==> src/rtl/dmem_arbiter.sv <==
// Arbiter sharing a single-port data memory between the CPU MEM stage and a DMA/loader port.
// Optional DMA starvation guard enabled by defining DMEM_ARB_STARVE_GUARD_EN.
module dmem_arbiter #(
  parameter int DATA_W    = 32,
  parameter int ADDR_W    = 32,
  parameter int MAX_BURST = 8,
  parameter int MAX_WAIT  = 4
) (
  input  logic              clk,
  input  logic              rst,
  input  logic              cpu_req,
  input  logic              cpu_we,
  input  logic [ADDR_W-1:0] cpu_addr,
  input  logic [DATA_W-1:0] cpu_wdata,
  output logic [DATA_W-1:0] cpu_rdata,
  output logic              cpu_gnt,
  output logic              cpu_stall,
  input  logic              dma_req,
  input  logic              dma_we,
  input  logic              dma_lock,
  input  logic [ADDR_W-1:0] dma_addr,
  input  logic [DATA_W-1:0] dma_wdata,
  output logic [DATA_W-1:0] dma_rdata,
  output logic              dma_gnt,
  output logic              mem_WE,
  output logic [ADDR_W-1:0] mem_A,
  output logic [DATA_W-1:0] mem_WD,
  input  logic [DATA_W-1:0] mem_RD
);

  localparam int BW = $clog2(MAX_BURST + 1);

  typedef enum logic {S_CPU, S_DMA} state_t;

  state_t        state_q, state_d;
  logic [BW-1:0] burst_cnt_q, burst_cnt_d;
  logic [BW-1:0] beat_num;
  logic          force_dma;

`ifdef DMEM_ARB_STARVE_GUARD_EN
  localparam int WW = (MAX_WAIT < 1) ? 1 : $clog2(MAX_WAIT + 1);
  logic [WW-1:0] wait_cnt_q, wait_cnt_d;

  assign force_dma = dma_req && (wait_cnt_q == WW'(MAX_WAIT));

  always_comb begin
    wait_cnt_d = wait_cnt_q;
    if (!dma_req || dma_gnt) begin
      wait_cnt_d = '0;
    end else if (wait_cnt_q < WW'(MAX_WAIT)) begin
      wait_cnt_d = wait_cnt_q + 1'b1;
    end
  end
`else
  assign force_dma = 1'b0;
`endif

  // Grants are combinational so the winner sees the memory with no added latency.
  always_comb begin
    cpu_gnt = 1'b0;
    dma_gnt = 1'b0;
    if (!rst) begin
      if (state_q == S_DMA) begin
        dma_gnt = dma_req;
      end else if (force_dma) begin
        dma_gnt = 1'b1;
      end else begin
        cpu_gnt = cpu_req;
        dma_gnt = dma_req & ~cpu_req;
      end
    end
  end

  assign cpu_stall = cpu_req & ~cpu_gnt;

  always_comb begin
    mem_WE    = 1'b0;
    mem_A     = '0;
    mem_WD    = '0;
    cpu_rdata = '0;
    dma_rdata = '0;
    if (cpu_gnt) begin
      mem_WE    = cpu_we;
      mem_A     = cpu_addr;
      mem_WD    = cpu_wdata;
      cpu_rdata = mem_RD;
    end else if (dma_gnt) begin
      mem_WE    = dma_we;
      mem_A     = dma_addr;
      mem_WD    = dma_wdata;
      dma_rdata = mem_RD;
    end
  end

  // beat_num is the ordinal of the beat granted this cycle within a locked burst.
  always_comb begin
    state_d     = state_q;
    burst_cnt_d = burst_cnt_q;
    beat_num    = (burst_cnt_q < BW'(MAX_BURST)) ? burst_cnt_q + 1'b1 : burst_cnt_q;
    if (state_q == S_CPU) begin
      burst_cnt_d = '0;
      if (dma_gnt && dma_lock && (MAX_BURST > 1)) begin
        state_d     = S_DMA;
        burst_cnt_d = BW'(1);
      end
    end else begin
      if (dma_req && dma_lock && (beat_num < BW'(MAX_BURST))) begin
        burst_cnt_d = beat_num;
      end else begin
        state_d     = S_CPU;
        burst_cnt_d = '0;
      end
    end
  end

  always_ff @(posedge clk) begin
    if (rst) begin
      state_q     <= S_CPU;
      burst_cnt_q <= '0;
`ifdef DMEM_ARB_STARVE_GUARD_EN
      wait_cnt_q  <= '0;
`endif
    end else begin
      state_q     <= state_d;
      burst_cnt_q <= burst_cnt_d;
`ifdef DMEM_ARB_STARVE_GUARD_EN
      wait_cnt_q  <= wait_cnt_d;
`endif
    end
  end

endmodule

==> config.mk <==
export PLATFORM = sky130hd
export DESIGN_NAME = dmem_arbiter
export DESIGN_NICKNAME = d
export VERILOG_FILES = /design/src/rtl/dmem_arbiter.sv
export SDC_FILE = /design/constraint.sdc
export NUM_CORES = 1
export LEC_CHECK = 0
export CAP_MARGIN = 20
export CORE_AREA = 2 2 117 119
export CTS_CLUSTER_DIAMETER = 50
export DETAILED_ROUTE_END_ITERATION = 7
export DIE_AREA = 0 0 119 121
export GPL_TIMING_DRIVEN = 0
export PLACE_DENSITY = 0.56
export SYNTH_ARGS = -nofsm -noshare
export SYNTH_HDL_FRONTEND = slang
export SYNTH_SLANG_ARGS = --single-unit
==> constraint.sdc <==
create_clock -name clk -period 2 [get_ports clk]
set_input_delay 0.4 -clock clk [delete_from_list [all_inputs] [get_ports clk]]
set_output_delay 0.4 -clock clk [all_outputs]
set_load 0.02 [all_outputs]
==> results <==
worst max-delay path: cells and delay by family (launching register included):
kind                   cells  cell delay [ps]
and+or+nand+nor            3              520
buffers and inverters      3              490
DFF                        1              310
routing by layer:
| metal | vias up | global-route usage [%] | part of all wire, % |
|---|---|---|---|
| met3 | 2 | 4.75 | 9.8 |
| met2 | 180 | 28.7 | 49 |
| met4 | 0 | 1.64 | 0.20 |
| met1 | 1274 | 19.0 | 41 |
| li1 | 1313 | - | - |
| met5 | - | 0 | 0 |
cells by family after synthesis:
| kind of cell | share of synthesized area [%] |
|---|---|
| multiplexers | 0.745 |
| XOR/XNOR | 0.652 |
| AO/OA/AOI/OAI | 43.9 |
| adder cells (fa/ha/maj) | 0.931 |
| AND/OR/NAND/NOR | 35.7 |
| flip-flops | 7.45 |
| other | 0.279 |
| buffers and inverters | 10.4 |
final cells by class:
type | instances | area (sq um) | area share [%]
Multi-Input combinational cell | 147 | 1120 | 24.7
Sequential cell | 5 | 101 | 2.23
Timing Repair Buffer | 317 | 2820 | 61.9
Clock buffer | 4 | 78.8 | 1.73
Inverter | 1 | 6.26 | 0.137
Buffer | 20 | 204 | 4.48
Tap cell | 176 | 220 | 4.84
timing repair:
action | in CTS | in global routing
setup endpoints to repair | 132 | 105
pin swaps | 8 | 4
setup buffers | 17 | 0
resized for setup | 511 | 51
cloned | 3 | 0
endpoints found under the hold margin | 0 | 0
worst paths after layout:
check | from | to | slack, ps
setup / recovery | state_q | cpu_rdata[10] | 50
hold / removal | register | register | 550
setup reg to reg | state_q | register | 880
hold reg to reg | register | register | 550
metrics by stage:
step / power, mW / hold slack (ps) / instance area, sq um / utilization, % / instances
3_3_place_gp: 1.13 / 512 / 4550 / 34.7 / 650
2_1_floorplan: 0.469 / 484 / 1340 / - / 176
3_5_place_dp: 1.13 / 551 / 4550 / 34.7 / 650
6_report: 1.45 / 552 / 4550 / 34.8 / 670
4_1_cts: 1.46 / 555 / 4670 / 35.7 / 671
5_1_grt: 1.51 / 561 / 4550 / 34.8 / 670
cell usage after synthesis (2+ instances only):
cell type | count | share of area, %
and2_1 | 32 | 15
nor2_1 | 2 | 0.56
buf_2 | 7 | 2.6
dfxtp_1 | 5 | 7.4
buf_6 | 5 | 4.2
and3_1 | 32 | 15
nor2b_1 | 2 | 0.93
buf_1 | 2 | 0.56
clkbuf_1 | 8 | 2.2
a22o_1 | 65 | 42
o21ai_0 | 2 | 0.74
where the power goes:
group | leakage, nW | switching, mW | internal [mW] | total [mW]
clock | 0.0382 | 0.0698 | 0.265 | 0.334
sequential | 0.0413 | 0.00212 | 0.103 | 0.105
combinational | 2.13 | 0.438 | 0.570 | 1.01
==> flow_summary.yaml <==
worst_setup_path:
  slowest_stage: "dfxtp_2"
  cp-start-kind: "register"
  critical_path_required_ps: 1600
  crit_chain: "nand2b_4 > nor2_4 > buf_6 > buf_6 > and2_1 > buf_2"
  path_max_fanout: 10
  reg2regPathDepth: 4
  cp_slowest_stage_delay_ps: 310
  cp.arrival_ps: 1550
  end_kind: "output pin"
  cp_common_cell: "buf_6"
  path_class: "register to output pin"
yosys:
  syn_avg_cell_area_sq_um: 7.64
  ys_dominant_reg_cell: "dfxtp_1"
  ys_types: 25
  async_flop_share_pct: 0
  syn-cell-area_sq_um: 1340
  synth_warnings: 0
  synth_edf_count: 0
  synth_fp_nets: 344
  ys_ff_latch: 5
  postSynthCellCount: 176
  ys_seq_area_share_pct: 7.45
floorplan:
  chipHeight_microns: 121
  ios: 299
  fp.dieArea_sq_um: 14400
  coreArea_sq_um: 13100
  initial_core_util_pct: 10.3
  die_w_microns: 119
  row_count: 42
clock_tree:
  ctsHoldBuffers: 0
  ctsLongestPathBuffers: 2
  cts_max_level: 1
  clkSlewWorstSetupHoldPaths_ps: 30
  cts_tree: "done"
  clock_sink_count: 5
  cts-root-buf: "clkbuf_16"
  clk_latency_ps: 230
  cts_buffers: 3
timing:
  finalSetupViolations: 0
  final_hold_viol_count: 0
  rsz0062_at_grt: "true"
  finalMaxSlewViolations: 0
  timing.final.crit_period_ps: 1950
  max_freq_mhz: 512
  finClkSkew_ps: 2.79
  layout_setup_ws_ps: 46.8
  min_period_over_period_pct: 97.7
  fin_setup_tns_ps: 0
global_route:
  grt_pass1_wl_microns: 17600
  grt_antenna_before_repair: 0
  grt_pass1_vias: 2915
  grt_remaining_overflow: 0
  grt_use_total_pct: 15.9
  grt_max_degree: 12
drt:
  vias: 2769
  drtIter0Drc: 84
  dr.pass1.iters: 4
  wirelength_microns: 12300
  routed_via_density: 4.13
  drc_errors: 0
  routedWlPerCell_microns: 18.4
  ant_nets: 0
cells_and_area:
  nNetsFinal: 663
  drive_gt1_share_pct: 33.2
  layout_commonest_cell: "clkdlybuf4s50_1"
  num-fill-cells: 1365
  antennaDiodeCount: 0
  layout_common_cells: "163 x clkdlybuf4s50_1, 64 x a22o_1, 63 x buf_2"
  syn_to_final_growth_pct: 239
power_and_ir_drop:
  power_leakage_nw: 2.21
  powerDensity_nw_per_um2: 318
  peakVddDrop_v: 0.000283
run_status:
  status: "complete, no violations"
placed_design:
  place.gp.congestion: 0.838
  dp_worst_setup_slack_ps: -1220
  place_hpwl_microns: 10100
  io_buffers: 298
flow_run:
  drv_cap: 0
min_path:
  worstHoldPathCells: 2
  min_path_type: "register to register"
No activity file was read; power rests on OpenSTA's default activity.
